==> config.mk <==
export PLATFORM = sky130hd
export DESIGN_NAME = vending_controller
export DESIGN_NICKNAME = d
export VERILOG_FILES = /design/src/rtl/vending_pkg.sv /design/src/rtl/button_debouncer.sv /design/src/rtl/vending_controller.sv
export SDC_FILE = /design/constraint.sdc
export NUM_CORES = 1
export LEC_CHECK = 0
export CAP_MARGIN = 20
export CORE_MARGIN = 5
export CORE_UTILIZATION = 57
export CTS_BUF_LIST = sky130_fd_sc_hd__clkbuf_8
export CTS_CLUSTER_SIZE = 16
export DETAILED_ROUTE_END_ITERATION = 10
export PLACE_DENSITY = 0.76
export SLEW_MARGIN = 30
export SYNTH_ARGS = -nofsm -noshare
export SYNTH_HDL_FRONTEND = slang
export SYNTH_SLANG_ARGS = --single-unit
==> constraint.sdc <==
create_clock -name clock -period 2.24 [get_ports clock]
set_input_delay 0.672 -clock clock [delete_from_list [all_inputs] [get_ports clock]]
set_output_delay 0.672 -clock clock [all_outputs]
set_load 0.1 [all_outputs]
==> src/rtl/vending_pkg.sv <==
// Shared types and default constants for the vending machine controller.
package vending_pkg;

   // Sale-cycle states; the encoding is fixed because it is visible on debug taps.
   typedef enum logic [1:0] {
      StIdle     = 2'd0,
      StCredit   = 2'd1,
      StDispense = 2'd2,
      StChange   = 2'd3
   } vend_state_e;

   localparam int unsigned DefDebounceCycles = 500000;
   localparam int unsigned DefDispenseCycles = 15000000;
   localparam int unsigned DefPrice          = 3;
   localparam int unsigned DefCreditW        = 3;

   // Panel LED pattern for a state: {ocioso, credito, dispensa, troco}.
   function automatic logic [3:0] leds_for(vend_state_e st);
      logic [3:0] l;
      l = 4'b0000;
      case (st)
         StIdle:     l = 4'b1000;
         StCredit:   l = 4'b0100;
         StDispense: l = 4'b0010;
         StChange:   l = 4'b0001;
         default:    l = 4'b1000;
      endcase
      return l;
   endfunction

endpackage

==> src/rtl/button_debouncer.sv <==
// Synchroniser plus stability counter for one active-low push-button.
// Emits a one-cycle press pulse for each accepted press; releases are filtered
// the same way but produce no pulse.
module button_debouncer #(
   parameter int unsigned DEBOUNCE_CYCLES = 500000
) (
   input  logic clock,
   input  logic reset,
   input  logic botao_n,
   output logic press
);

   localparam int unsigned CntW = $clog2(DEBOUNCE_CYCLES + 1);
   localparam logic [CntW-1:0] CntMax = CntW'(DEBOUNCE_CYCLES);

   logic            r_sync1;
   logic            r_sync2;
   logic            r_level;  // accepted level, 1 = released
   logic [CntW-1:0] r_cnt;
   logic            r_press;

   // Synchronise, then count how long the input has disagreed with the accepted level.
   always_ff @(posedge clock) begin
      if (reset) begin
         r_sync1 <= 1'b1;
         r_sync2 <= 1'b1;
         r_level <= 1'b1;
         r_cnt   <= '0;
         r_press <= 1'b0;
      end else begin
         r_sync1 <= botao_n;
         r_sync2 <= r_sync1;
         r_press <= 1'b0;
         if (r_sync2 == r_level) begin
            // Any bounce back to the accepted level restarts the count.
            r_cnt <= '0;
         end else if (r_cnt == CntMax) begin
            r_level <= r_sync2;
            r_cnt   <= '0;
            r_press <= ~r_sync2;
         end else begin
            r_cnt <= r_cnt + 1'b1;
         end
      end
   end

   assign press = r_press;

endmodule

==> src/rtl/vending_controller.sv <==
// Vending machine sequencer: debounced buttons drive the sale cycle
// IDLE -> CREDIT -> DISPENSE -> CHANGE with a shared phase timer.
module vending_controller
   import vending_pkg::*;
#(
   parameter int unsigned DEBOUNCE_CYCLES = DefDebounceCycles,
   parameter int unsigned DISPENSE_CYCLES = DefDispenseCycles,
   parameter int unsigned PRICE           = DefPrice,
   parameter int unsigned CREDIT_W        = DefCreditW
) (
   input  logic                clock,
   input  logic                reset,
   input  logic                botao_moeda,
   input  logic                botao_compra,
   input  logic                botao_cancela,
   output logic [CREDIT_W-1:0] credito,
   output logic [CREDIT_W-1:0] troco,
   output logic                led_ocioso,
   output logic                led_credito,
   output logic                led_dispensa,
   output logic                led_troco,
   output logic                rejeita
);

   localparam int unsigned TimerW = $clog2(DISPENSE_CYCLES + 1);
   localparam logic [TimerW-1:0]   TimerLoad = TimerW'(DISPENSE_CYCLES - 1);
   localparam logic [CREDIT_W-1:0] MaxCredit = {CREDIT_W{1'b1}};
   localparam logic [CREDIT_W-1:0] PriceVal  = CREDIT_W'(PRICE);

   logic w_coin;
   logic w_buy;
   logic w_cancel;

   vend_state_e         r_state;
   logic [CREDIT_W-1:0] r_credit;
   logic [CREDIT_W-1:0] r_troco;
   logic [TimerW-1:0]   r_timer;
   logic [3:0]          r_leds;
   logic                r_rejeita;

   button_debouncer #(.DEBOUNCE_CYCLES(DEBOUNCE_CYCLES)) u_deb_moeda (
      .clock   (clock),
      .reset   (reset),
      .botao_n (botao_moeda),
      .press   (w_coin)
   );

   button_debouncer #(.DEBOUNCE_CYCLES(DEBOUNCE_CYCLES)) u_deb_compra (
      .clock   (clock),
      .reset   (reset),
      .botao_n (botao_compra),
      .press   (w_buy)
   );

   button_debouncer #(.DEBOUNCE_CYCLES(DEBOUNCE_CYCLES)) u_deb_cancela (
      .clock   (clock),
      .reset   (reset),
      .botao_n (botao_cancela),
      .press   (w_cancel)
   );

   // Sale-cycle FSM with credit, change, phase timer and registered panel outputs.
   always_ff @(posedge clock) begin
      if (reset) begin
         r_state   <= StIdle;
         r_credit  <= '0;
         r_troco   <= '0;
         r_timer   <= '0;
         r_leds    <= leds_for(StIdle);
         r_rejeita <= 1'b0;
      end else begin
         r_rejeita <= 1'b0;
         case (r_state)
            StIdle: begin
               if (w_coin) begin
                  r_credit <= CREDIT_W'(1);
                  r_state  <= StCredit;
                  r_leds   <= leds_for(StCredit);
               end
            end
            StCredit: begin
               // Priority cancel > buy > coin; losers are dropped.
               if (w_cancel) begin
                  r_troco  <= r_credit;
                  r_credit <= '0;
                  r_timer  <= TimerLoad;
                  r_state  <= StChange;
                  r_leds   <= leds_for(StChange);
               end else if (w_buy && (r_credit >= PriceVal)) begin
                  r_troco  <= r_credit - PriceVal;
                  r_credit <= '0;
                  r_timer  <= TimerLoad;
                  r_state  <= StDispense;
                  r_leds   <= leds_for(StDispense);
               end else if (w_coin) begin
                  if (r_credit == MaxCredit) begin
                     r_rejeita <= 1'b1;
                  end else begin
                     r_credit <= r_credit + 1'b1;
                  end
               end
            end
            StDispense: begin
               if (w_coin) begin
                  r_rejeita <= 1'b1;
               end
               if (r_timer == '0) begin
                  if (r_troco != '0) begin
                     r_timer <= TimerLoad;
                     r_state <= StChange;
                     r_leds  <= leds_for(StChange);
                  end else begin
                     r_state <= StIdle;
                     r_leds  <= leds_for(StIdle);
                  end
               end else begin
                  r_timer <= r_timer - 1'b1;
               end
            end
            StChange: begin
               if (w_coin) begin
                  r_rejeita <= 1'b1;
               end
               if (r_timer == '0) begin
                  r_troco <= '0;
                  r_state <= StIdle;
                  r_leds  <= leds_for(StIdle);
               end else begin
                  r_timer <= r_timer - 1'b1;
               end
            end
            default: begin
               r_state <= StIdle;
               r_leds  <= leds_for(StIdle);
            end
         endcase
      end
   end

   assign credito      = r_credit;
   assign troco        = r_troco;
   assign led_ocioso   = r_leds[3];
   assign led_credito  = r_leds[2];
   assign led_dispensa = r_leds[1];
   assign led_troco    = r_leds[0];
   assign rejeita      = r_rejeita;

endmodule

After elaboration in Yosys (flattened, before gate mapping)
Index checks and enable logic that the tools add are counted.
{"block": "word_totals", "register_bits": 106, "in_bits": 5, "output_inout_bits": 11, "wordCells": 112}
{"block": "classes", "add_sub_neg": 6, "n_lt_le_gt_ge": 1, "n_eq_ne": 18, "n_mux": 36, "bitwise": 9, "n_reduce_logical": 21}
{"cell": "$mux 24", "count": 5}
{"cell": "$pmux 24 s3", "count": 1}
{"cell": "$add 19x1->19 const B", "count": 3}
{"cell": "$eq 19x19->1 const B", "count": 3}
{"cell": "$logic_not 24->1", "count": 1}
{"cell": "$mux 3", "count": 8}
{"cell": "$mux 4", "count": 6}
{"cell": "$sub 24x1->24 const B", "count": 1}
{"cell": "$reduce_or 3->1", "count": 6}
{"cell": "$pmux 4 s4", "count": 1}
{"cell": "$mux 2", "count": 6}
{"cell": "$pmux 3 s2", "count": 2}
{"cell": "$reduce_and 4->1", "count": 3}
{"cell": "$not 1->1", "count": 9}
{"cell": "$pmux 2 s4", "count": 1}
{"cell": "$ne 2x2->1 const B", "count": 3}
{"cell": "$reduce_and 2->1", "count": 3}
{"cell": "$reduce_bool 3->1", "count": 2}
{"cell": "$mux 1", "count": 5}
{"cell": "$eq 2x2->1 const B", "count": 2}
{"cell": "$ne 4x2->1 const B", "count": 1}
{"cell": "$ne 4x3->1 const B", "count": 1}
{"cell": "$reduce_bool 2->1", "count": 2}
{"cell": "$add 3x1->3 const B", "count": 1}
{"cell": "13 further kinds", "count": 15}

Longest topological paths before layout
Gate-level depths: netlist of the first run.
{"block": "logic_depth", "ltp_word": 6, "depth_mapped": 9, "depth_no_buf": 8}

Cells and area by module
A second synthesis of the first run with hierarchy kept.
{"block": "unflattened", "cells_unflattened": 578, "hier_area_um2": 4974.8}
{"mod": "button_debouncer", "instances": 3, "cells_each": 119, "area_per_inst_um2": 1029.7, "seq_area_each_um2": 460.4}
{"mod": "vending_controller", "instances": 1, "cells_each": 221, "area_per_inst_um2": 1885.6, "seq_area_each_um2": 740.7}

Least setup slack after synthesis of the first run
No wires, ideal clock.
{"block": "synth_timing", "kind": "flip-flop to flip-flop", "from": "reg r_credit[0], in the netlist credito[0]", "to": "reg r_timer[11]", "setup_time_ns": 0.116, "arrival_ns": 2.610, "t_required_ns": 2.124, "slack_ns": -0.487, "path_stages_with_launch": 10, "n_path_buf": 1, "period_less_slack_ns": 2.727, "cell_sequence": "dfxtp_1 -> ha_1 -> ha_1 -> a211o_1 -> a31o_2 -> o31ai_4 -> buf_6 -> nor4_1 -> xnor2_2 -> nor2_1"}
{"block": "synth_between", "elab_chain_len": 4}
{"element": "start: declaration", "line_no": "vending_controller.sv:35", "text": "logic [CREDIT_W-1:0] r_credit;"}
{"element": "start signal: assignment", "line_no": "vending_controller.sv:99", "text": "r_credit <= r_credit + 1'b1;"}
{"element": "$ge 3x2->1", "line_no": "vending_controller.sv:89", "text": "end else if (w_buy && (r_credit >= PriceVal)) begin"}
{"element": "$logic_and 1x1->1", "line_no": "vending_controller.sv:89"}
{"element": "$ne 3x2->1 (no source line)"}
{"element": "$reduce_and 4->1 (no source line)"}
{"element": "end signal: assignment", "line_no": "vending_controller.sv:86", "text": "r_timer <= TimerLoad;"}
{"element": "end signal: assignment", "line_no": "vending_controller.sv:92", "text": "r_timer <= TimerLoad;"}
{"element": "end signal: assignment", "line_no": "vending_controller.sv:109", "text": "r_timer <= TimerLoad;"}
{"element": "end: declaration", "line_no": "vending_controller.sv:37", "text": "logic [TimerW-1:0] r_timer;"}
No other way between the ends.
A chain may end at the register's enable or synchronous reset.

Worst setup path in the final report of the first run
{"block": "layout_timing", "from": "reg r_timer[19]", "to": "reg r_leds[3]"}
{"block": "layout_between", "elab_chain_len": 3, "elab_cells_between_ends": 4, "cone_classes": "eq/ne: 2; reduce/logical: 2"}
{"element": "$logic_not 24->1 (*)", "line_no": "vending_controller.sv:107, vending_controller.sv:124"}
{"element": "$ne 2x2->1 (no source line)"}
{"element": "$reduce_and 4->1 (no source line) (*)"}
{"element": "end signal: assignment", "line_no": "vending_controller.sv:111", "text": "r_leds <= leds_for(StChange);"}
{"element": "end signal: assignment", "line_no": "vending_controller.sv:114", "text": "r_leds <= leds_for(StIdle);"}
{"element": "end signal: assignment", "line_no": "vending_controller.sv:127", "text": "r_leds <= leds_for(StIdle);"}
{"element": "end: declaration", "line_no": "vending_controller.sv:38", "text": "logic [3:0] r_leds;"}
Mark *: on every way between the ends. The rest lies on a longest branch, timed or not.

==> results.txt, run 1 <==
The largest voltage drop on the vdd net came out at 0.317 mV. The minimum setup slack in the final design came out at -0.0347 ns. During placement, the flow inserted port buffers numbering 15. The via count of the first global-routing pass is 3,514.

The total overflow reported by the global router came out at 0. The initial antenna violation count was 0. The reported max-cap violation count is 0. The design internal power came out at 0.00244 W. The final RePlAce weighted congestion is 0.791. The CTS buffer count is 9. Summed over all cells, the static leakage comes to 1.90 nW. The H-tree was split into 3 levels.

The synthesized area divided by synthesized cell count came out at 8.75 sq um. The worst clock skew came out at 0.00897 ns. The core region is 8220 sq um. The data required time of the worst path came out at 2.50 ns. The sequential area share after synthesis came out at 0.443.

The remaining design rule violation count is 0. The warning count from the yosys run came out at 0. The min-delay analysis places its worst path in the category register to register. The cell chosen for the clock root is sky130_fd_sc_hd__clkbuf_8. The final reports fail on setup timing. Setup repair after global routing could not meet its margin everywhere. The maximum number of pins on one net before global-route repair is 44. The number of ports placed on the die boundary came out at 16. The run finished, with violations left. The residual antenna-violating net count after detailed routing is 0. The non-filler instance count after layout is 685. In the final design database the tool counted 592 nets. The fraction of final layout cells with drive strength greater than 1 is 0.138. The worst relative slew slack came out at 0.664. Detailed routing inserted a total of 3,730 vias.

The minimum setup slack after placement is -0.0562 ns. The area of the die came out at 10,300 sq um. Power comes to 0.00307 W. The number of enable flip-flop cells after synthesis came out at 0.

The register-to-register path setup slack came out at -0.03 ns. The achievable clock frequency came out at 440 MHz. The post-route fraction of the period consumed by the critical path came out at 1.02. The first detailed-routing pass took 5 iterations. The fraction of power spent switching nets is 0.204. For this design the ratio of total power to cell area is 568 nW/um^2. The finished cells cover 5400 sq um.

Counting flops with an async set or reset pin after synthesis yields a share of 0. The source-to-sink clock delay at the later pin of the worst-skew pair is 0.36 ns. The share of total power dissipated in combinational logic is 0.017. The minimum clock period came out at 2.27 ns. The first global-routing pass estimated 15.6 mm of wire. The total negative slack is -0.0657 ns.

From synthesis to final layout, the design area changed by 12.9%. The first-iteration detailed-routing DRC count came out at 227. The antenna diode instance count is 0. The cell total after placement came out at 668. The net switching component of the power is 0.000627 W. The standard-cell row count came out at 33. The initial utilization of the core area, before any placement, comes to 0.582.

Along the worst path, the maximum fanout reaches 7. The post-placement cell area came out at 5150 sq um. The actual slew at the worst max-slew pin came out at 0.503 ns. The final-report max-slew violation count is 0. The synthesized instance count is 547. The HPWL after detailed placement came out at 6.32 mm.

The height of the die is 102 um. The synthesized design contains 106 register bits. Counting every net in the synthesized netlist gives 563.

The floorplan step set the die width to 102 um. Of the total power, the clock network draws 0.367. In the final routed layout, each cell accounts on average for 13.0 um.

For the worst setup path, the data arrival time is 2.54 ns. Summing every instance area after synthesis gives 4790 sq um. The worst setup path is of the register to register kind.

STA classifies the critical path endpoint as a register. In the synthesized netlist the dominant register cell turns out to be sky130_fd_sc_hd__dfxtp_1. TritonCTS built the clock tree.

The sequential share of power is 0.617. The element type at the critical path start is a register. The combined global-route utilization of all metal layers is 0.185. Clock-pin slew was measured on the worst setup and hold paths at 0.09 ns. The final setup violation count came out at 6. The routed wire length is 8.92 mm. The via count normalized by instance count came out at 5.45. The worst-case clock buffer depth is 2. The number of distinct library cell variants in the gate-level netlist after synthesis is 45. The number of endpoints with negative hold slack in the final report came out at 0. The number of clock sinks is 106.
## cell usage after synthesis, types with 2 or more instances
library cell | instances | area share
sky130_fd_sc_hd__buf_6 | 2 | 0.0047
sky130_fd_sc_hd__and4_1 | 3 | 0.0055
sky130_fd_sc_hd__xnor2_2 | 3 | 0.010
sky130_fd_sc_hd__nand2b_1 | 6 | 0.0078
sky130_fd_sc_hd__or2_2 | 7 | 0.0091
sky130_fd_sc_hd__mux2i_1 | 8 | 0.017
sky130_fd_sc_hd__or3_1 | 9 | 0.012
sky130_fd_sc_hd__nand2_1 | 32 | 0.025
sky130_fd_sc_hd__nand3_1 | 28 | 0.029
sky130_fd_sc_hd__and3_1 | 10 | 0.013
sky130_fd_sc_hd__o21ai_0 | 6 | 0.0063
sky130_fd_sc_hd__inv_1 | 21 | 0.016
sky130_fd_sc_hd__nor4_1 | 17 | 0.022
sky130_fd_sc_hd__nand4_1 | 13 | 0.017
sky130_fd_sc_hd__xnor2_1 | 35 | 0.064
sky130_fd_sc_hd__nor3_1 | 19 | 0.020
sky130_fd_sc_hd__xor2_1 | 35 | 0.064
sky130_fd_sc_hd__buf_2 | 6 | 0.0063
sky130_fd_sc_hd__ha_1 | 11 | 0.029
sky130_fd_sc_hd__nor2b_1 | 2 | 0.0026
sky130_fd_sc_hd__a21oi_1 | 24 | 0.025
sky130_fd_sc_hd__clkbuf_1 | 11 | 0.0086
sky130_fd_sc_hd__nor2_1 | 97 | 0.076
sky130_fd_sc_hd__a211oi_1 | 4 | 0.0063
sky130_fd_sc_hd__a211o_1 | 4 | 0.0073
sky130_fd_sc_hd__nor4b_1 | 6 | 0.011
sky130_fd_sc_hd__dfxtp_1 | 106 | 0.44
sky130_fd_sc_hd__or4_1 | 5 | 0.0078
## cells in the final DEF (no fill, tap or decap), types with 2 or more instances in the layout
cell type                         count
sky130_fd_sc_hd__nor2b_1              2
sky130_fd_sc_hd__xnor2_1             35
sky130_fd_sc_hd__nand4_1             13
sky130_fd_sc_hd__a211oi_1             3
sky130_fd_sc_hd__mux2i_1              8
sky130_fd_sc_hd__a21oi_1             24
sky130_fd_sc_hd__dfxtp_2              5
sky130_fd_sc_hd__or4_1                3
sky130_fd_sc_hd__nor3_1              18
sky130_fd_sc_hd__nand2_1             32
sky130_fd_sc_hd__a211o_1              4
sky130_fd_sc_hd__and3_1               9
sky130_fd_sc_hd__o21ai_0              6
sky130_fd_sc_hd__clkbuf_8            10
sky130_fd_sc_hd__or2_2                7
sky130_fd_sc_hd__or3_1                8
sky130_fd_sc_hd__or4_4                3
sky130_fd_sc_hd__inv_1               23
sky130_fd_sc_hd__buf_12               3
sky130_fd_sc_hd__dfxtp_1             99
sky130_fd_sc_hd__xor2_1              35
sky130_fd_sc_hd__nand3_1             28
sky130_fd_sc_hd__clkdlybuf4s50_1      4
sky130_fd_sc_hd__nor4_2               3
sky130_fd_sc_hd__nor4_1              15
sky130_fd_sc_hd__dfxtp_4              2
sky130_fd_sc_hd__clkinv_2             2
sky130_fd_sc_hd__nand2b_1             6
sky130_fd_sc_hd__xnor2_2              3
sky130_fd_sc_hd__nor4b_1              6
sky130_fd_sc_hd__and4_1               3
sky130_fd_sc_hd__buf_4               29
sky130_fd_sc_hd__ha_1                11
sky130_fd_sc_hd__nor2_1              97
## metrics by stage
stage | utilization | hold slack (ns)
final | 0.657 | 0.412
after global routing | 0.657 | 0.427
after CTS | 0.652 | 0.418
after detailed placement | 0.627 | 0.398
after global placement | 0.627 | 0.394
after floorplan | - | 0.389
## flip-flops by register name, indices dropped and copies added, names as in the netlist, 2 cells and up
register             flops
credito                  3
u_deb_moeda.r_cnt       19
r_state                  2
r_timer                 24
u_deb_cancela.r_cnt     19
troco                    3
u_deb_compra.r_cnt      19
r_leds                   4
## final timing paths
path | start | to | depth (start not counted)
max | r_timer[19] | r_leds[3] | 5
min | u_deb_compra.r_sync1 | u_deb_compra.r_sync2 | 1
max reg2reg | r_timer[19] | r_leds[3] | 5
min reg2reg | u_deb_compra.r_sync1 | u_deb_compra.r_sync2 | 1
## metal layers
layer	part of all wire	track usage
met5	0	0
met3	0.039	0.0420
met4	0.012	0.0552
met2	0.48	0.311
met1	0.47	0.236
## final cells by class
cell class / instances / area [sq um]
clock inverter: 5 / 47.5
fill: 685 / 2820
multi-input combinational: 401 / 2540
timing repair buffer: 37 / 329
sequential: 106 / 2140
clock buffer: 10 / 138
tap: 105 / 131
inverter: 21 / 78.8
## critical path, stage by stage (launching register included)
cell                       delay [ns]
sky130_fd_sc_hd__dfxtp_2         0.34
sky130_fd_sc_hd__or4_4           0.53
sky130_fd_sc_hd__or4_4           0.50
sky130_fd_sc_hd__o21ai_2         0.26
sky130_fd_sc_hd__o311ai_2        0.22
sky130_fd_sc_hd__a211o_1         0.33
## logic make-up after synthesis
group	synth area share
adders and majority gates	0.0288
DFF	0.443
buffers and inverters	0.0361
and+or+nand+nor	0.273
muxes	0.0167
AOI/OAI and AO/OA	0.0633
xor gates and xnor gates	0.138
## power by group through the flow
stage / logic (W) / registers [W] / clock network [W]
2_1_floorplan: 0.0000288 / 0.00193 / 0
3_3_place_gp: 0.0000499 / 0.00194 / 0
3_5_place_dp: 0.0000509 / 0.00194 / 0
4_1_cts: 0.0000515 / 0.00189 / 0.00116
5_1_grt: 0.0000559 / 0.00189 / 0.00122
6_report: 0.0000508 / 0.00189 / 0.00112
## repair_timing
item | CTS | global route
gates resized for setup | 3 | 8
setup buffers | 0 | 2
endpoints found under the setup margin | 16 | 34
hold endpoints to repair | 0 | 0
hold buffers | 0 | 0
pin swaps | 5 | 3
No activity file was read; power rests on OpenSTA's default activity.
==> inputs of run 2 (changes only) <==
--- a/config.mk
+++ b/config.mk
@@ -11,6 +11,7 @@
 export CTS_BUF_LIST = sky130_fd_sc_hd__clkbuf_8
 export CTS_CLUSTER_SIZE = 16
 export DETAILED_ROUTE_END_ITERATION = 10
+export HOLD_SLACK_MARGIN = 0.12
 export PLACE_DENSITY = 0.76
 export SLEW_MARGIN = 30
 export SYNTH_ARGS = -nofsm -noshare
==> results of run 2 <==
No change in the layout: final DEF, timing and power equal those of run 1.
==> inputs of run 3 (changes only) <==
--- a/config.mk
+++ b/config.mk
@@ -6,13 +6,16 @@
 export NUM_CORES = 1
 export LEC_CHECK = 0
 export CAP_MARGIN = 20
+export CELL_PAD_IN_SITES_DETAIL_PLACEMENT = 1
+export CELL_PAD_IN_SITES_GLOBAL_PLACEMENT = 2
 export CORE_MARGIN = 5
-export CORE_UTILIZATION = 57
+export CORE_UTILIZATION = 36
 export CTS_BUF_LIST = sky130_fd_sc_hd__clkbuf_8
 export CTS_CLUSTER_SIZE = 16
 export DETAILED_ROUTE_END_ITERATION = 10
 export HOLD_SLACK_MARGIN = 0.12
 export PLACE_DENSITY = 0.76
+export SETUP_SLACK_MARGIN = 0.02
 export SLEW_MARGIN = 30
 export SYNTH_ARGS = -nofsm -noshare
 export SYNTH_HDL_FRONTEND = slang
==> run 3 against run 2 <==
  * Highest routed layer unchanged
  * Flip-flop and latch count is the same
  * Maximum frequency grew 0.52%
  * Hold slack is essentially flat
  * Non-clock buffer count grew 12
  * Die area grew 52%
  * The flow still finishes with violations (setup timing)
  * Via count grew 2.4%
  * Global-route usage shrank 4.2 points
  * Combinational power grew 4.1%
  * Sequential power is essentially flat
  * Count of clock-buffer cells in the layout grew 4
  * Critical endpoint is now r_timer[23]
==> results.txt, run 3 (same netlist as run 1, synthesis figures left out) <==
The achievable clock frequency came out at 442 MHz (+0.52%). The average wire length per cell after detail routing came out at 13.8 um (+5.7%). The register ranked first by flip-flop count is r_timer. The area of combinational cells with multiple inputs is 2580 sq um (+1.4%).

The minimum setup slack in the final design is -0.0230 ns (+0.0118 ns). The actual slew at the worst max-slew pin is 0.747 ns (+0.244 ns). The reported max-cap violation count was 0 (unchanged). The number of inserted filler cells in the final layout came out at 1,579 (+130%). The via count of the first global-routing pass came to 3,768 (+7.2%).

The residual antenna-violating net count after detailed routing is 0 (unchanged). The H-tree depth reported by CTS is 3 (unchanged). The initial standard-cell utilization of the core is 0.364 (-0.218). Setup repair after global routing could not meet its margin everywhere. Leaving out fill and tap cells, the most frequent cell in the layout is sky130_fd_sc_hd__dfxtp_1. The placeable core region is 13,100 sq um (+60%). The source-to-sink clock delay at the later pin of the worst-skew pair came out at 0.39 ns (+0.03 ns).

In the layout the commonest cells are sky130_fd_sc_hd__dfxtp_1, sky130_fd_sc_hd__nor2_1, sky130_fd_sc_hd__buf_4, sky130_fd_sc_hd__xnor2_1, sky130_fd_sc_hd__xor2_1. The fraction of final layout cells with drive strength greater than 1 came to 0.167 (+0.0290). The height of the die is 125 um (+23%). On the critical path, the stage with the largest delay is an instance of sky130_fd_sc_hd__or4_4. Traced cell by cell, the critical path runs through or4_4 -> or4_4 -> o31ai_4 -> buf_4 -> nor4_1 -> xnor2_1 -> a21oi_1. The area of the die is 15,700 sq um (+52%). The element type at the critical path start is a register. The maximum number of pins on one net before global-route repair came to 20 (-55%). The worst clock skew is 0.0147 ns (+0.00578 ns). The total overflow reported by the global router is 0 (unchanged). The HPWL after detailed placement is 7.78 mm (+23%). From synthesis to final layout, the design area changed by 17.6%. The element type at the critical path end is a register.

The number of nets in the final layout is 604 (+2.0%). The number of endpoints with negative hold slack in the final report is 0 (unchanged). The number of clock sinks is 106 (unchanged). The die extent in x came out at 125 um (+23%). The clock tree from TritonCTS is built. The post-route fraction of the period consumed by the critical path is 1.01 (-0.00525). The combined global-route utilization of all metal layers is 0.142 (-0.0421).

The area occupied by registers came out at 2140 sq um (unchanged). The end-of-flow core utilization is 0.428 (-0.229). The data arrival time of the worst path is 2.54 ns (about the same). The antenna diode instance count came out at 0 (unchanged). The data required time of the worst path came out at 2.51 ns (about the same). The count of input and output buffers came out at 15 (unchanged). The first-iteration detailed-routing DRC count was 153 (-33%). The global-route wire length before repair came to 18.6 mm (+19%).

The post-cts hold buffer count was 0 (unchanged). The CTS buffer count came to 9 (unchanged). The run finished, with violations left.

The via count normalized by instance count was 4.97 (-8.8%). The number of optimization iterations in the first detailed-route pass is 4 (-1). The post-layout instance area is 5630 sq um (+4.2%). The leakage dissipation came to 1.97 nW (+3.2%). The class of the tightest hold or removal check is register to register.

The clock transition time at the flip-flop clock pins of the worst setup and hold paths came out at 0.09 ns (about the same). By instance count, the cell type seen most on the critical path is sky130_fd_sc_hd__or4_4. The post-placement cell area is 5320 sq um (+3.3%). The final reports fail on setup timing.

The largest stage delay on the critical path is 0.53 ns (about the same). The minimum clock period came out at 2.26 ns (-0.0118 ns). The final-report max-slew violation count is 0 (unchanged).

The critical path is of the register to register type. The worst relative slew slack came out at 0.497 (-0.167). The initial antenna violation count came out at 0 (unchanged).

The final setup violation count is 6 (unchanged). The flip-flop count of the largest register after layout is 24 (unchanged). The number of ports placed on the die boundary came to 16 (unchanged). The largest fanout on the critical path is 6 (-1).

The final RePlAce weighted congestion is 0.728 (-8.0%). The cell chosen for the clock root is sky130_fd_sc_hd__clkbuf_8. The routed wire length is 10.6 mm (+19%). The power density of the placed cells came to 578 nW/um^2 (+1.7%). The worst-case clock buffer depth came out at 2 (unchanged). The standard-cell row count is 42 (+27%). The remaining design rule violation count came out at 0 (unchanged). The largest voltage drop on the vdd net came out at 0.250 mV (-21%).

The number of vias in the routed layout came out at 3,820 (+2.4%).
run 3: report_power, final:
part	total [W]	switching, W	internal (W)	leakage (nW)
clock network	0.00131	0.000641	0.000667	0.120
logic	0.0000529	0.0000302	0.0000228	0.987
registers	0.00189	0.00000448	0.00189	0.859
total	0.00325	0.000675	0.00258	1.97
run 3: layout make-up:
type | instances | area share
clock inverter | 2 | 0.00600
sequential | 106 | 0.379
clock buffer | 14 | 0.0342
timing repair buffer | 49 | 0.0693
multi-input combinational | 401 | 0.458
tap | 176 | 0.0391
inverter | 21 | 0.0140
run 3: metrics by stage:
stage	power, W	std cells	setup TNS [ns]	hold WS [ns]	setup WS [ns]
2_1_floorplan	0.00196	547	-0.197	0.389	-0.0277
3_3_place_gp	0.00199	751	-0.0838	0.395	-0.0428
3_5_place_dp	0.00199	751	-0.276	0.397	-0.0779
4_1_cts	0.00331	769	-0.107	0.412	-0.0313
5_1_grt	0.00341	769	-1.56	0.441	-0.0996
6_report	0.00325	769	-0.0650	0.412	-0.0230
run 3: what timing repair did:
item,in CTS,in global routing
pin swaps,1,1
endpoints found under the hold margin,0,0
buffers inserted,2,0
gates resized for setup,5,8
setup endpoints to repair,30,34
run 3: final timing paths:
check             slack (ns)  cells past startpoint                 from             endpoint
setup reg to reg       -0.02                      7          r_timer[19]          r_timer[23]
setup / recovery       -0.02                      7          r_timer[19]          r_timer[23]
hold reg to reg         0.41                      1  u_deb_moeda.r_sync1  u_deb_moeda.r_sync2
hold / removal          0.41                      1  u_deb_moeda.r_sync1  u_deb_moeda.r_sync2
run 3: worst max-delay path, delay by kind of cell, from the launching register on:
kind                   cells  cell delay, ns
AO/OA/AOI/OAI              2            0.39
XOR/XNOR                   1            0.14
buffers and inverters      1            0.20
flip-flops                 1            0.33
AND/OR/NAND/NOR            3            1.09
run 3: layer usage:
metal / vias up / global-route usage / wire length, um
li1: 1950 / - / -
met1: 1825 / 0.198 / 5300
met2: 33 / 0.216 / 4770
met3: 12 / 0.0273 / 306
met4: 0 / 0.0612 / 221
met5: - / 0 / 0
==> RTL edit 1, RTL diff (config.mk and constraints of run 2) <==
Change the package constant `DefDebounceCycles` from 500000 to 125000.
--- a/src/rtl/vending_pkg.sv
+++ b/src/rtl/vending_pkg.sv
@@ -10,5 +10,5 @@
    } vend_state_e;
 
-   localparam int unsigned DefDebounceCycles = 500000;
+   localparam int unsigned DefDebounceCycles = 125000;
    localparam int unsigned DefDispenseCycles = 15000000;
    localparam int unsigned DefPrice          = 3;
Check against the original RTL: no difference found for any inputs over 10 cycles, from zero or initial values and one cycle with reset high; that may be too few to reach the edited logic, so the function may still have changed.
==> RTL edit 1 against run 2 <==
- the flow still finishes with violations (negative setup slack)
- utilization up 3.9 points
- die area shrank 1.0%
- wire length is 23% higher
- setup slack worse by 0.27 ns
- global-route usage is 3.4 points higher
- total power is 2.7% higher
- area after synthesis fell by 1.1%
- sequential cell count is 6 lower
- sequential power shrank 6%
- cell area up 4.8%
- critical endpoint is now r_timer[23]
- highest routed layer unchanged
==> RTL edit 1: results (changes against run 2) <==
stage	metric	value	unit	change
worst_hold_path	hold path depth	1		unchanged
detailed_routing	routed wl met2	5270	um	+24%
global_route	vias in the first global route	4059		+16%
outcome	failing checks	negative setup slack		
detailed_routing	wire per inst	15.5	um	+19%
timing	Setup WS post-layout	-0.303	ns	-0.269 ns
global_route	largest net degree at the start of global routing	23		-48%
global_route	grt met2 use	36.4	%	+5.3 points
detailed_routing	vias	4224		+13%
yosys	Synth Area per Inst	8.65	um^2	-1.1%
global_route	routing usage on met1	28.4	%	+4.8 points
placement	IO Port Bufs	15		unchanged
detailed_routing	met1 wire length	4940	um	+17%
critical_path	FF-to-FF Start	r_timer[4]		
worst_hold_path	worst hold endpoint	u_deb_cancela.r_sync2		
global_route	GRT Total Usage	21.9	%	+3.4 points
timing	clock skew	0.00822	ns	-0.000749 ns
placement	Placer Congestion	0.927		+17%
layout	final std cells w/o fill	706		+3.1%
critical_path	max incr delay on CP	0.53	ns	about the same
pwr	VDD IR max	0.422	mV	+33%
detailed_routing	DRT Pass-1 Iters	4		-1
layout	Most flops, register	r_timer		
yosys	top cells by count, synth	dfxtp_1, nor2_1, nand2_1, xnor2_1		
placement	placed cells	683		+2.2%
critical_path	Worst R2R End	r_timer[23]		
global_route	Global Route met3 Usage	4.57	%	+0.37 points
outcome	status	complete, but fails checks		
critical_path	Crit path arrival time	2.83	ns	+0.29 ns
yosys	syn nets	563		unchanged
yosys	Synth cell types	47		+4.4%
placement	DPL Wire Length	7330	um	+16%
timing	Worst Tran Pin Value	0.919	ns	+0.416 ns
worst_hold_path	HP Start	u_deb_cancela.r_sync1		
layout	Final #Nets	612		+3.4%
global_route	first-pass GRT wire length	18400	um	+18%
detailed_routing	Highest Signal Layer	met4		
critical_path	Crit Path Max Fanout	6		-1
timing	Setup Viol. Count Final	24		+18
timing	setup TNS	-4.98	ns	-4.91 ns
yosys	post-synthesis sequential area ratio	42.3	%	-2.0 points
layout	Largest register FFs	24		unchanged
pwr	Sw Ratio	22.2	%	+1.7 points
layout	layout cells sized above 1	19.3	%	+5.5 points
clock_network	Max Buffers Root-to-Sink	2		unchanged
detailed_routing	Iteration-0 DRC Markers	252		+11%
yosys	top post-synthesis cells by area	dfxtp_1, nor2_1, xnor2_1, xor2_1, ha_1		
detailed_routing	met3 wire length	546	um	+57%
yosys	YS warnings	0		unchanged
pwr	P_leak	2.06	nW	+8.0%
yosys	Post-synth top flop	dfxtp_1		
clock_network	CTS H-tree depth	3		unchanged
clock_network	TritonCTS buffer count	9		unchanged
critical_path	R2R cell count	8		+3
placement	Post-DP Area	5250	um^2	+1.9%
[RTL edit 1: cell count changes in the layout (fill, tap and decap cells not counted), sizes merged, moves of 11 or more]
cell and delta:
xnor2 -12, buf +26, xor2 -11, or4 +12
nor2 -29, o21ai +11, a31oi +11, o31ai +12
[RTL edit 1: what timing repair did]
action / in CTS / in global routing
setup endpoints to repair: 24 / 29
pin swaps: 16 / 11
setup buffers: 1 / 3
resized for setup: 23 / 9
gates cloned: 3 / 0
[RTL edit 1: through the flow]
| stage | total power, mW | setup WS (ns) | hold slack (ns) |
|---|---|---|---|
| floorplan | 1.85 | -0.419 | 0.389 |
| global placement | 1.88 | -0.314 | 0.391 |
| detailed placement | 1.88 | -0.350 | 0.402 |
| CTS | 3.17 | -0.281 | 0.428 |
| global route | 3.25 | -0.363 | 0.444 |
| finish | 3.15 | -0.303 | 0.425 |
[RTL edit 1: kinds of logic after synthesis]
family	share of synthesized area, %
xor+xnor	9.25
compound gates	12.3
fa+ha+maj	2.91
mux	1.08
buf+inv	3.52
flops	42.3
simple gates	28.6
[RTL edit 1: power groups by stage]
| stage | clock network (mW) | logic (mW) | registers (mW) |
|---|---|---|---|
| 5_1_grt | 1.41 | 0.0572 | 1.79 |
| 3_3_place_gp | 0 | 0.0510 | 1.82 |
| 6_report | 1.31 | 0.0524 | 1.78 |
| 4_1_cts | 1.33 | 0.0522 | 1.78 |
| 2_1_floorplan | 0 | 0.0284 | 1.82 |
| 3_5_place_dp | 0 | 0.0514 | 1.83 |
[RTL edit 1: cell type report]
type,count,area [um^2]
multi-input combinational,405,2700
fill,636,2470
sequential,100,2020
timing repair buffer,63,522
tap,105,131
clock buffer,9,124
clock inverter,7,106
inverter,17,63.8
==> RTL edit 2, RTL diff (flow settings as in run 2) <==
Made on the original files. The 4 states of `vend_state_e` get a one-hot encoding in 4 bits.
--- a/src/rtl/vending_pkg.sv
+++ b/src/rtl/vending_pkg.sv
@@ -3,9 +3,9 @@
 
    // Sale-cycle states; the encoding is fixed because it is visible on debug taps.
-   typedef enum logic [1:0] {
-      StIdle     = 2'd0,
-      StCredit   = 2'd1,
-      StDispense = 2'd2,
-      StChange   = 2'd3
+   typedef enum logic [3:0] {
+      StIdle     = 4'b0001,
+      StCredit   = 4'b0010,
+      StDispense = 4'b0100,
+      StChange   = 4'b1000
    } vend_state_e;
 
Formal check against the unedited RTL: same outputs for any inputs over 10 cycles, from zero or initial values and one cycle with reset high; not proved beyond that.
==> RTL edit 2 against run 2 <==
- setup slack improved by 0.084 ns
- wire length rose by 23%
- cell area up 8.1%
- non-clock buffer count rose by 17
- cell count rose by 9.3%
- via count increased by 19%
- synthesized cell count grew 9.5%
- area after synthesis is 6.6% higher
- sequential cell count down 2
- utilization rose by 1.2 points
Power is not compared: it rests on default switching activity, and its combinational part moved more than twofold at a synthesized area within 25%.
==> RTL edit 2: results (changes against run 2) <==
stage	metric	value	unit	change
global_route	first-pass GRT wire length	19400	um	+24%
placement	worst slack, placed	-0.0151	ns	+0.0411 ns
clock_network	Clk Latency, worst-skew pair	0.36	ns	about the same
critical_path	Crit path arrival time	2.47	ns	-0.07 ns
critical_path	Worst R2R End	credito[2]		
detailed_routing	DRT Pass-1 Iters	4		-1
critical_path	Critical path origin	credito[0]		
timing	clock skew	0.0100	ns	+0.00106 ns
outcome	status	completed		
timing	Final Critical Period	2.19	ns	-0.0840 ns
clock_network	Max Buffers Root-to-Sink	2		unchanged
placement	DPL Wire Length	7800	um	+23%
clock_network	CTS root buffer	clkbuf_8		
yosys	top cells by count, synth	dfxtp_1, nor2_1, xnor2_1, nand2_1		
critical_path	Crit Path Max Fanout	6		-1
critical_path	r2r setup slk	0.05	ns	+0.08 ns
pwr	VDD IR max	0.422	mV	
detailed_routing	Iteration-0 DRC Markers	271		+19%
global_route	vias in the first global route	4313		+23%
global_route	largest net degree at the start of global routing	26		-41%
global_route	GRT Total Usage	20.5	%	+2.0 points
detailed_routing	vias	4440		+19%
timing	Slew headroom	61.4	%	-5.0 points
yosys	Synth cell types	64		+42%
layout	Final #Nets	654		+10%
detailed_routing	wire per inst	14.7	um	+13%
timing	setup TNS	0	ns	+0.0657 ns
yosys	syn nets	615		+9.2%
layout	layout cells sized above 1	15.9	%	+2.1 points
placement	Placer Congestion	0.839		+6.0%
yosys	post-synthesis sequential area ratio	40.8	%	-3.5 points
yosys	top post-synthesis cells by area	dfxtp_1, nor2_1, xnor2_1, xor2_1, ha_1		
critical_path	R2R cell count	6		+1
## RTL edit 2: cell types whose count changed after synthesis, sizes merged, moves of 5 or more
| cell | change |
|---|---|
| nor2 | -6 |
| o21ai | +5 |
| nor3 | +10 |
| nor4b | +6 |
| nand4 | +5 |
| xnor2 | -7 |
| mux2i | -6 |
| buf | +6 |
| or4 | +5 |
| o211ai | +7 |
| xor2 | -12 |
| and3 | +5 |
| o31ai | +12 |
## RTL edit 2: how the worst min path moves through the flow
stage / start / end / slack (ns) / cells after the start
floorplan: u_deb_cancela.r_sync1 / u_deb_cancela.r_sync2 / 0.39 / 1
detailed placement: u_deb_moeda.r_sync1 / u_deb_moeda.r_sync2 / 0.40 / 1
finish: u_deb_moeda.r_sync1 / u_deb_moeda.r_sync2 / 0.42 / 1
CTS: u_deb_cancela.r_sync1 / u_deb_cancela.r_sync2 / 0.42 / 1
global route: u_deb_cancela.r_sync1 / u_deb_cancela.r_sync2 / 0.43 / 1
global placement: u_deb_moeda.r_sync1 / u_deb_moeda.r_sync2 / 0.39 / 1
## RTL edit 2: cell type report
type                            count  area [um^2]
Clock inverter                      5         81.3
Inverter                           22         82.6
Timing Repair Buffer               54          428
Sequential cell                   104         2110
Tap cell                          108          135
Fill cell                         736         2880
Multi-Input combinational cell    447         2880
Clock buffer                        9          124
## RTL edit 2: power by group
part	switching [mW]	internal, mW	total [mW]
clock	0.610	0.619	1.23
sequential	0.121	1.93	2.05
combinational	0.928	0.670	1.60
total	1.66	3.22	4.88
## RTL edit 2: cell families (layout without fill, tap and decap cells)
kind of cell,count (synthesis),count (layout),share of synthesized area (%)
AOI/OAI and AO/OA,85,85,11.3
xor gates and xnor gates,54,54,9.27
adders and majority gates,11,11,2.70
buffers and inverters,48,90,4.19
DFF,104,104,40.8
muxes,2,2,0.392
and+or+nand+nor,295,295,31.4
## RTL edit 2: metal layers
layer  wire (um)  global-route usage (%)
met4         142                    5.94
met3         416                    4.19
met2        5640                    36.2
met1        4800                    25.2
met5           0                       0
## RTL edit 2: critical path: stages, from the launching register on
cell and delay, ns:
dfxtp_4 0.39, ha_1 0.23, ha_1 0.22, a211oi_4 0.29, o211ai_1 0.26, or4_1 0.56, a21oi_1 0.17
## RTL edit 2: stage by stage
step	cell area (um^2)	std cells
6_report	5840	749
5_1_grt	5840	749
4_1_cts	5790	748
3_5_place_dp	5580	734
2_1_floorplan	5170	599
3_3_place_gp	5580	734
## RTL edit 2: what timing repair did
action,in CTS,in global routing
pin swaps,0,3
endpoints found under the hold margin,0,0
gates resized for setup,1,9
gates cloned,0,0
setup endpoints to repair,3,27
buffers inserted,0,1
